**src/rtl/eth_pkg.sv**
```systemverilog
// Shared types and constants for the GMII Ethernet transmit MAC.
package eth_pkg;

  typedef enum logic [2:0] {
    IDLE,
    PREAMBLE,
    SFD,
    DATA,
    PAD,
    FCS,
    DRAIN,
    IFG
  } tx_state_e;

  localparam logic [7:0]  ETH_PREAMBLE  = 8'h55;
  localparam logic [7:0]  ETH_SFD       = 8'hD5;
  localparam int          ETH_MIN_FRAME = 60;
  localparam logic [31:0] CRC32_POLY    = 32'h04C11DB7;
  localparam logic [31:0] CRC32_INIT    = 32'hFFFFFFFF;

  function automatic logic [31:0] reflect32(input logic [31:0] v);
    logic [31:0] r;
    for (int i = 0; i < 32; i++) r[i] = v[31-i];
    return r;
  endfunction

endpackage

```
**src/rtl/eth_mac_tx_if.sv**
```systemverilog
// Byte-stream input and GMII output bundle of the transmit MAC.
// Handshake: a byte moves on a rising edge where s_tvalid && s_tready; s_tvalid may rise
// without waiting for s_tready, and s_tready never depends combinationally on s_tvalid.
interface eth_mac_tx_if;
  import eth_pkg::*;

  logic [7:0] s_tdata;
  logic       s_tvalid;
  logic       s_tlast;
  logic       s_tready;
  logic       gmii_tx_en;
  logic       gmii_tx_er;
  logic [7:0] gmii_txd;
  logic       tx_busy;
  logic       tx_underrun;
  tx_state_e  dbg_state;

  modport master (
    output s_tdata, s_tvalid, s_tlast,
    input  s_tready, gmii_tx_en, gmii_tx_er, gmii_txd, tx_busy, tx_underrun, dbg_state
  );

  modport slave (
    input  s_tdata, s_tvalid, s_tlast,
    output s_tready, gmii_tx_en, gmii_tx_er, gmii_txd, tx_busy, tx_underrun, dbg_state
  );
endinterface

```
**src/rtl/eth_mac_tx_crc32_d8.sv**
```systemverilog
// One-byte step of the reflected Ethernet CRC-32; purely combinational.
module crc32_d8
  import eth_pkg::*;
(
  input  logic [31:0] crc_in,
  input  logic [7:0]  data,
  output logic [31:0] crc_out
);

  localparam logic [31:0] POLY_REFL = reflect32(CRC32_POLY);

  logic [31:0] c;

  always_comb begin
    c = crc_in ^ {24'h0, data};
    for (int i = 0; i < 8; i++) begin
      c = c[0] ? ((c >> 1) ^ POLY_REFL) : (c >> 1);
    end
    crc_out = c;
  end

endmodule

```
**src/rtl/eth_mac_tx.sv**
```systemverilog
// GMII transmit MAC: preamble/SFD, payload, zero padding, CRC-32 FCS, inter-frame gap.
// Each state computes the byte shown on GMII in the following cycle.
module eth_mac_tx
  import eth_pkg::*;
#(
  parameter int PAD_EN     = 1,
  parameter int IFG_CYCLES = 12
) (
  input  logic        gmii_tx_clk,
  input  logic        reset,
  eth_mac_tx_if.slave bus
);

  localparam logic [5:0] MIN_FRAME_B = 6'(ETH_MIN_FRAME);
  localparam logic [7:0] IFG_LAST    = 8'(IFG_CYCLES - 1);

  tx_state_e   state_q, state_d;
  logic [7:0]  cnt_q, cnt_d;
  logic [5:0]  byte_cnt_q, byte_cnt_d;
  logic [31:0] crc_q, crc_d;
  logic        tx_en_q, tx_en_d;
  logic        tx_er_q, tx_er_d;
  logic [7:0]  txd_q, txd_d;
  logic        underrun_q, underrun_d;

  logic [5:0]  byte_cnt_inc;
  logic [7:0]  crc_byte;
  logic [31:0] crc_next;
  logic [31:0] crc_fcs;

  assign byte_cnt_inc = (byte_cnt_q == MIN_FRAME_B) ? byte_cnt_q : byte_cnt_q + 6'd1;
  assign crc_byte     = (state_q == PAD) ? 8'h00 : bus.s_tdata;
  assign crc_fcs      = ~crc_q;

  crc32_d8 u_crc (
    .crc_in  (crc_q),
    .data    (crc_byte),
    .crc_out (crc_next)
  );

  always_comb begin
    state_d    = state_q;
    cnt_d      = cnt_q;
    byte_cnt_d = byte_cnt_q;
    crc_d      = crc_q;
    tx_en_d    = 1'b0;
    tx_er_d    = 1'b0;
    txd_d      = 8'h00;
    underrun_d = 1'b0;
    case (state_q)
      IDLE: begin
        cnt_d      = 8'd0;
        byte_cnt_d = 6'd0;
        crc_d      = CRC32_INIT;
        if (bus.s_tvalid) begin
          state_d = PREAMBLE;
          tx_en_d = 1'b1;
          txd_d   = ETH_PREAMBLE;
        end
      end
      PREAMBLE: begin
        // First preamble byte was already launched from IDLE; six more follow.
        tx_en_d = 1'b1;
        txd_d   = ETH_PREAMBLE;
        cnt_d   = cnt_q + 8'd1;
        if (cnt_q == 8'd5) begin
          state_d = SFD;
          cnt_d   = 8'd0;
        end
      end
      SFD: begin
        tx_en_d = 1'b1;
        txd_d   = ETH_SFD;
        state_d = DATA;
      end
      DATA: begin
        tx_en_d = 1'b1;
        if (bus.s_tvalid) begin
          txd_d      = bus.s_tdata;
          crc_d      = crc_next;
          byte_cnt_d = byte_cnt_inc;
          if (bus.s_tlast) begin
            state_d = ((PAD_EN != 0) && (byte_cnt_inc < MIN_FRAME_B)) ? PAD : FCS;
          end
        end else begin
          tx_er_d    = 1'b1;
          underrun_d = 1'b1;
          state_d    = DRAIN;
        end
      end
      PAD: begin
        tx_en_d    = 1'b1;
        crc_d      = crc_next;
        byte_cnt_d = byte_cnt_inc;
        if (byte_cnt_inc == MIN_FRAME_B) state_d = FCS;
      end
      FCS: begin
        tx_en_d = 1'b1;
        txd_d   = crc_fcs[{cnt_q[1:0], 3'b000} +: 8];
        cnt_d   = cnt_q + 8'd1;
        if (cnt_q == 8'd3) begin
          state_d = IFG;
          cnt_d   = 8'd0;
        end
      end
      DRAIN: begin
        if (bus.s_tvalid && bus.s_tlast) begin
          state_d = IFG;
          cnt_d   = 8'd0;
        end
      end
      IFG: begin
        cnt_d = cnt_q + 8'd1;
        if (cnt_q == IFG_LAST) begin
          state_d = IDLE;
          cnt_d   = 8'd0;
        end
      end
      default: state_d = IDLE;
    endcase
  end

  always_ff @(posedge gmii_tx_clk) begin
    if (reset) begin
      state_q    <= IDLE;
      cnt_q      <= 8'd0;
      byte_cnt_q <= 6'd0;
      crc_q      <= CRC32_INIT;
      tx_en_q    <= 1'b0;
      tx_er_q    <= 1'b0;
      txd_q      <= 8'h00;
      underrun_q <= 1'b0;
    end else begin
      state_q    <= state_d;
      cnt_q      <= cnt_d;
      byte_cnt_q <= byte_cnt_d;
      crc_q      <= crc_d;
      tx_en_q    <= tx_en_d;
      tx_er_q    <= tx_er_d;
      txd_q      <= txd_d;
      underrun_q <= underrun_d;
    end
  end

  assign bus.s_tready    = (state_q == DATA) || (state_q == DRAIN);
  assign bus.tx_busy     = (state_q != IDLE);
  assign bus.gmii_tx_en  = tx_en_q;
  assign bus.gmii_tx_er  = tx_er_q;
  assign bus.gmii_txd    = txd_q;
  assign bus.tx_underrun = underrun_q;
  assign bus.dbg_state   = state_q;

endmodule
```
**src/flat_wrapper.sv**
```systemverilog
// flat-port wrapper written by rule: the top's interface ports become plain ports
module eth_mac_tx_flat import eth_pkg::*;
#(
  parameter int PAD_EN     = 1,
  parameter int IFG_CYCLES = 12
)
  (gmii_tx_clk, reset, bus_s_tdata, bus_s_tvalid, bus_s_tlast, bus_s_tready, bus_gmii_tx_en, bus_gmii_tx_er, bus_gmii_txd, bus_tx_busy, bus_tx_underrun, bus_dbg_state);
  eth_mac_tx_if bus_i ();
  input  logic gmii_tx_clk;
  input  logic reset;
  input wire logic [$bits(bus_i.s_tdata)-1:0] bus_s_tdata;
  input wire logic [$bits(bus_i.s_tvalid)-1:0] bus_s_tvalid;
  input wire logic [$bits(bus_i.s_tlast)-1:0] bus_s_tlast;
  output wire logic [$bits(bus_i.s_tready)-1:0] bus_s_tready;
  output wire logic [$bits(bus_i.gmii_tx_en)-1:0] bus_gmii_tx_en;
  output wire logic [$bits(bus_i.gmii_tx_er)-1:0] bus_gmii_tx_er;
  output wire logic [$bits(bus_i.gmii_txd)-1:0] bus_gmii_txd;
  output wire logic [$bits(bus_i.tx_busy)-1:0] bus_tx_busy;
  output wire logic [$bits(bus_i.tx_underrun)-1:0] bus_tx_underrun;
  output wire logic [$bits(bus_i.dbg_state)-1:0] bus_dbg_state;
  assign bus_i.s_tdata = bus_s_tdata;
  assign bus_i.s_tvalid = bus_s_tvalid;
  assign bus_i.s_tlast = bus_s_tlast;
  assign bus_s_tready = bus_i.s_tready;
  assign bus_gmii_tx_en = bus_i.gmii_tx_en;
  assign bus_gmii_tx_er = bus_i.gmii_tx_er;
  assign bus_gmii_txd = bus_i.gmii_txd;
  assign bus_tx_busy = bus_i.tx_busy;
  assign bus_tx_underrun = bus_i.tx_underrun;
  assign bus_dbg_state = bus_i.dbg_state;
  eth_mac_tx #(.PAD_EN(PAD_EN), .IFG_CYCLES(IFG_CYCLES)) u_core (.gmii_tx_clk(gmii_tx_clk), .reset(reset), .bus(bus_i));
endmodule
```
**config.mk**
```make
export PLATFORM = sky130hd
export DESIGN_NAME = eth_mac_tx_flat
export DESIGN_NICKNAME = d
export VERILOG_FILES = /design/src/rtl/eth_pkg.sv /design/src/rtl/eth_mac_tx_if.sv /design/src/rtl/eth_mac_tx_crc32_d8.sv /design/src/rtl/eth_mac_tx.sv /design/src/flat_wrapper.sv
export SDC_FILE = /design/constraint.sdc
export NUM_CORES = 1
export LEC_CHECK = 0
export CAP_MARGIN = 20
export CORE_MARGIN = 2
export CORE_UTILIZATION = 65
export CTS_BUF_LIST = sky130_fd_sc_hd__clkbuf_2 sky130_fd_sc_hd__clkbuf_4 sky130_fd_sc_hd__clkbuf_8
export DETAILED_ROUTE_END_ITERATION = 7
export PLACE_DENSITY = 0.87
export SLEW_MARGIN = 5
export SYNTH_ARGS = -nofsm -noshare
export SYNTH_HDL_FRONTEND = slang
export SYNTH_SLANG_ARGS = --single-unit
export TNS_END_PERCENT = 5
```
**constraint.sdc**
```tcl
create_clock -name gmii_tx_clk -period 5.2 [get_ports gmii_tx_clk]
set_input_delay 0.78 -clock gmii_tx_clk [delete_from_list [all_inputs] [get_ports gmii_tx_clk]]
set_output_delay 0.78 -clock gmii_tx_clk [all_outputs]
set_load 0.02 [all_outputs]
```
Word level (Yosys, flattened, before mapping)
Cells that the tools add are included.
- add/sub/neg operators: 2
- order comparisons: 1
- equality and inequality tests: 20
- shift operators: 1
- multiplexer cells: 35
- bitwise operators: 11
- reductions and logical operators: 11
- operator list (operator ; count):
    two-way mux 32 bit ; 9
    NOT 13 -> 14 bit ; 8
    case mux 32 bit (3 select lines) ; 1
    case mux 8 bit (5 select lines) ; 2
    two-way mux 8 bit ; 6
    NOT 32 bit ; 1
    indexed part select 32 x 6 -> 8 bit ; 1
    bitwise XOR 32 x 8 -> 32 bit ; 1
    two-way mux 3 bit ; 8
    case mux 3 bit (8 select lines) ; 1
    case mux 6 bit (3 select lines) ; 1
    equality test 3 bit, second input constant ; 4
    equality test 6 bit, second input constant ; 2
    two-way mux 6 bit ; 2
    adder 8 x 1 -> 8 bit, second input constant ; 1
    equality test 8 x 2 -> 1 bit, second input constant ; 1
    equality test 8 x 3 -> 1 bit, second input constant ; 1
    equality test 8 x 4 -> 1 bit, second input constant ; 1
    inequality test 2 x 1 -> 1 bit, second input constant ; 4
    two-way mux 7 bit ; 1
    AND reduction 7 bit ; 1
    adder 6 x 1 -> 6 bit, second input constant ; 1
    equality test 3 x 2 -> 1 bit, second input constant ; 2
    < comparator 6 bit, second input constant ; 1
    14 further kinds ; 20
- register bits: 59
- input port bits: 12
- output and inout bits: 16
- word-level logic and storage cells: 88

Depth between registers and ports, before layout
- depth after elaboration: 21
- depth in mapped cells: 10
- depth with buffers taken out: 8

By module
From an unflattened synthesis, not the netlist that was laid out.
- cells, all modules: 398
- area, all modules: 3847.4 um2
- modules (own cells, without submodules) (module ; times used ; cells an instance ; area each (um2) ; sequential area each (um2)):
    eth_mac_tx ; 1 ; 331 ; 2922.8 ; 1181.1
    crc32_d8 ; 1 ; 67 ; 924.6 ; 0.0

Worst setup path before layout
Ideal clock, no wire load.
- path kind: register to register
- start: register u_core.state_q[0] (netlist: u_core.bus.dbg_state[0])
- end: register u_core.crc_q[23]
- setup time: 70 ps
- arrival: 2717 ps
- required time: 5130 ps
- path slack: 2413 ps
- stages on the path, launching flop included: 9
- buffers on the path: 2
- period minus slack after synthesis: 2787 ps
- path through: dfxtp_1 > buf_4 > or3b_1 > buf_6 > a221oi_4 > xnor3_1 > xor2_4 > xnor3_1 > a21oi_1
- word-level cells in the longest chain between the ends: 18
- elaborated cells on any way between the ends: 24
- classes of those cells: eq/ne: 3; mux: 11; bitwise: 7; reduce/logical: 3
- RTL lines (element ; line ; text):
    start: declaration ; eth_mac_tx.sv:17 ; tx_state_e state_q, state_d;
    start signal: assignment ; eth_mac_tx.sv:134 ; state_q <= state_d;
    equality test 3 bit ; eth_mac_tx.sv:32, eth_mac_tx.sv:50 ;
    two-way mux 8 bit ; eth_mac_tx.sv:32 ; assign crc_byte = (state_q == PAD) ? 8'h00 : bus.s_tdata;
    bitwise XOR 32 x 8 -> 32 bit ; eth_mac_tx_crc32_d8.sv:15 ; c = crc_in ^ {24'h0, data};
    two-way mux 32 bit ; eth_mac_tx_crc32_d8.sv:17 ; c = c[0] ? ((c >> 1) ^ POLY_REFL) : (c >> 1);
    NOT 13 -> 14 bit (no line) ; n/a ;
    two-way mux 32 bit (2 in series) ; eth_mac_tx_crc32_d8.sv:17 ;
    NOT 13 -> 14 bit (no line) ; n/a ;
    two-way mux 32 bit ; eth_mac_tx_crc32_d8.sv:17 ;
    NOT 13 -> 14 bit (no line) ; n/a ;
    two-way mux 32 bit (2 in series) ; eth_mac_tx_crc32_d8.sv:17 ;
    NOT 13 -> 14 bit (no line) ; n/a ;
    two-way mux 32 bit ; eth_mac_tx_crc32_d8.sv:17 ;
    NOT 13 -> 14 bit (no line) ; n/a ;
    two-way mux 32 bit ; eth_mac_tx_crc32_d8.sv:17 ;
    two-way mux 32 bit ; eth_mac_tx.sv:78 ; if (bus.s_tvalid) begin
    case mux 32 bit (3 select lines) ; eth_mac_tx.sv:50 ; case (state_q)
    end signal: assignment ; eth_mac_tx.sv:137 ; crc_q <= crc_d;
    end: declaration ; eth_mac_tx.sv:20 ; logic [31:0] crc_q, crc_d;
Parallel ways exist; a longest one is shown, timed or not. The select of a mux whose other input is x is not followed.
A chain may end at the register's enable or synchronous reset.

Final worst setup path
- start: register u_core.state_q[2] (netlist: u_core.bus.dbg_state[2])
- end: register u_core.crc_q[23]
The elaborated chain is that of the path after synthesis.

==> results.cfg <==
[cts]
cts_num_sinks = 59
tritoncts.num_buffers = 9
cts_repair_resize_count = 0
clockBufferDepth = 2
clock_insertion_delay_at_the_later_pin_of_the_skew_report_ns = 0.35
clock_transition_at_the_register_clock_pins_on_the_worst_setup_and_hold_paths_after_cts_ns = 0.07
postCtsSetupRepairBufs = 0
cts-root-buf = sky130_fd_sc_hd__clkbuf_8
cts_tree = yes
cts_htree_levels = 3
ctsHoldBuffers = 0

[place]
dp.final_hpwl_um = 6000
placed_cells = 487
finalWeightedCongestion = 0.849
port_buffers = 27

[grt]
via_count_of_the_first_global_routing_pass = 3025
grt_first_pass_wirelength_um = 14700
grt_overflow = 0
grt_max_degree = 39
initial_antenna_violation_count = 0
gr-usage-all-layers_pct = 30.3

[final_layout]
layout_overhead_on_the_synthesized_area_pct = 13.5
fill_cells = 367
insertedDiodeCount = 0
footprint_of_the_flip_flops_and_latches_sq_um = 1180
multiInputGateArea_sq_um = 2420
nets = 443
layout-drive-gt1-share_pct = 10.2
fin_cells = 503

[pwr]
power.density_cell_area_nw_per_um2 = 273
power.static_leakage_nw = 1.47
ir_drop_mv = 0.179
total_power_mw = 1.15

[yosys]
synth_sequential_area_ratio_pct = 31.7
post_synth_xor_area_fraction_pct = 19.9
count_of_synthesis_stage_warnings_from_yosys = 0
netlist-cell-type-count = 57
main_combinational_cell_family_by_area_after_synthesis = XOR/XNOR gates
synth.net_count = 424
synth_compound_area_share_pct = 19.0
synth_seq_cells = 59
postSynthCellCount = 408
post_synth_fa_ha_maj_area_fraction_pct = 1.34
synth-async-reset-ratio_pct = 0
syn_avg_cell_area_sq_um = 9.13
synth.area.mux_share_pct = 5.41
dominantRegCellSynth = sky130_fd_sc_hd__dfxtp_1
synth_enable_flop_cells = 0
post_synth_instance_area_sq_um = 3720
yosys.area_share.simple_pct = 19.3

[die]
floorplan_row_count = 27
floorplan.initialDensity_pct = 67.6
floorplan.die_area_sq_um = 6350
fp.dieH_um = 79.7
core_sq_um = 5510
pin_count = 28
die_width_um = 79.7

[detailed_routing]
postRouteAntennaNets = 0
drc = 0
drtIter0Drc = 306
vias_per_cell = 6.40
route.vias.total = 3221
route.final.wire_length_um = 9040
firstDrtPassIters = 5
wl_per_cell_um = 18.0

[critical_path]
timing_worst_setup_path_type = flip-flop to flip-flop
critical_path_required_ns = 5.48
r2r.worst_path.cells = 6
crit_path_end = u_core.crc_q[23]
critical_path.reg2reg.startpoint = u_core.bus.dbg_state[2]
arrival_ns = 3.84
worstSetupStartpointType = flip-flop
critical_path.max_fanout = 29
reg2reg_setup_slack_ns = 1.64
crit_start = u_core.bus.dbg_state[2]
r2r_endpoint = u_core.crc_q[23]
timing.critical_path.to_type = flip-flop

[sta]
clock_skew_ns = 0.00767
slew_headroom_pct = 35.2
tightest_slew_ns = 0.969
final_period_minus_worst_setup_slack_ns = 3.56
fmax_mhz = 281
rsz_0062_raised_after_global_routing = no
min_period_over_period_pct = 68.5
report.final.hold_viol_count = 0
setup_viol = 0
totalNegativeSetupSlack_ns = 0
final-max-slew-violation-count = 0
fin_hold_ws_ns = 0.498

[hold_path]
holdCritPathClass = flip-flop to flip-flop

[run_status]
outcome = completed

[job]
drv.max_cap_violation_count = 0
[kinds of logic after synthesis]
| group | count (synthesis) |
|---|---|
| and+or+nand+nor | 141 |
| AOI/OAI and AO/OA | 101 |
| xor gates and xnor gates | 64 |
| DFF | 59 |
| buffers and inverters | 29 |
| muxes | 10 |
| adders and majority gates | 4 |
[state kept, by name (all words and copies together) (netlist names)]
register	count
u_core.bus.dbg_state	3
u_core.cnt_q	8
u_core.crc_q	32
u_core.byte_cnt_q	6
u_core.bus.gmii_txd	8
u_core.bus.gmii_tx_er	1
u_core.bus.gmii_tx_en	1
[report_power, final]
part | switching (mW) | internal, mW
Combinational | 0.120 | 0.103
Clock | 0.180 | 0.277
Sequential | 0.0140 | 0.459
Total | 0.315 | 0.838
[area by class of cell]
type	instances	area share, %
flip-flops and latches	59	27.9
clock inverters	1	0.710
clock buffers	14	4.41
inverters	6	0.533
well taps	72	2.13
multi-input cells	320	57.2
repair buffers	31	7.10
[routing by layer]
layer  vias to the layer above  routed length [um]  track usage, %  share of wire [%]
met4                         0                 325            17.2                3.6
li1                       1481                   -               -                  -
met2                       178                4240            48.7                 47
met3                        35                 758            5.88                8.4
met5                         -                   0               0                  0
met1                      1527                3710            38.0                 41
[cell usage after synthesis (all sizes together), types with 2 or more instances]
master	n	area [sq um]
nand3	8	40.0
dfxtp	59	1180
o21ai	14	70.1
or2	6	37.5
a31oi	8	50.1
a211oi	3	22.5
nor2	46	175
nand2	21	78.8
nand4	2	12.5
o22ai	14	87.6
nor3	4	20.0
xor2	17	168
o211ai	2	15.0
a221oi	7	155
and2	9	56.3
mux4	8	180
inv	6	22.5
and3	4	25.0
nor2b	14	87.6
nor4	3	18.8
xnor3	10	225
nand2b	15	93.8
xnor2	36	323
buf	6	38.8
nor3b	2	15.0
ha	4	50.1
clkbuf	17	63.8
and3b	3	26.3
a21oi	41	205
[how the worst min path moves through the flow]
stage	start	end	slack [ns]	cells past startpoint
floorplan	u_core.crc_q[16]	u_core.crc_q[16]	0.45	1
global placement	u_core.crc_q[16]	u_core.crc_q[16]	0.48	1
detailed placement	u_core.crc_q[16]	u_core.crc_q[16]	0.47	1
CTS	u_core.crc_q[16]	u_core.crc_q[16]	0.49	1
global route	u_core.crc_q[16]	u_core.crc_q[16]	0.50	1
finish	u_core.crc_q[16]	u_core.crc_q[16]	0.50	1
[cell usage in the layout, fill, tap and decap left out, types with 4 or more instances in the layout]
| master | synthesis | layout |
|---|---|---|
| sky130_fd_sc_hd__nor2_1 | 45 | 45 |
| sky130_fd_sc_hd__or2_2 | 6 | 6 |
| sky130_fd_sc_hd__a21oi_1 | 41 | 41 |
| sky130_fd_sc_hd__dfxtp_1 | 59 | 59 |
| sky130_fd_sc_hd__nor3_1 | 4 | 4 |
| sky130_fd_sc_hd__nand2b_1 | 15 | 15 |
| sky130_fd_sc_hd__xor2_1 | 16 | 16 |
| sky130_fd_sc_hd__mux4_2 | 8 | 8 |
| sky130_fd_sc_hd__o22ai_1 | 14 | 14 |
| sky130_fd_sc_hd__ha_1 | 4 | 4 |
| sky130_fd_sc_hd__a31oi_1 | 8 | 8 |
| sky130_fd_sc_hd__xnor3_1 | 10 | 10 |
| sky130_fd_sc_hd__nor2b_1 | 14 | 14 |
| sky130_fd_sc_hd__inv_1 | 6 | 6 |
| sky130_fd_sc_hd__a221oi_4 | 5 | 5 |
| sky130_fd_sc_hd__nand3_1 | 8 | 8 |
| sky130_fd_sc_hd__and3_1 | 4 | 4 |
| sky130_fd_sc_hd__o21ai_0 | 13 | 13 |
| sky130_fd_sc_hd__and2_1 | 9 | 9 |
| sky130_fd_sc_hd__nand2_1 | 21 | 21 |
| sky130_fd_sc_hd__clkbuf_8 | 0 | 13 |
| sky130_fd_sc_hd__buf_4 | 2 | 4 |
| sky130_fd_sc_hd__xnor2_1 | 35 | 35 |
| sky130_fd_sc_hd__clkdlybuf4s50_1 | 0 | 27 |
[worst max-delay path: stages, from the launching register on]
cell                       delay (ns)
sky130_fd_sc_hd__dfxtp_1         0.88
sky130_fd_sc_hd__or3b_1          0.72
sky130_fd_sc_hd__a221oi_4        0.54
sky130_fd_sc_hd__xnor3_1         0.56
sky130_fd_sc_hd__xor2_4          0.31
sky130_fd_sc_hd__xnor3_1         0.34
sky130_fd_sc_hd__a21oi_1         0.14
[per-stage QoR]
step           util [%]  cell area (sq um)  setup slack [ns]
3_3_place_gp       72.7               4010              1.84
2_1_floorplan         -               3720              2.41
4_1_cts            76.7               4220              1.68
5_1_grt            76.8               4230              1.50
3_5_place_dp       72.7               4010              1.73
6_report           76.8               4230              1.64
Note: power is estimated with default switching activity, not from simulation.
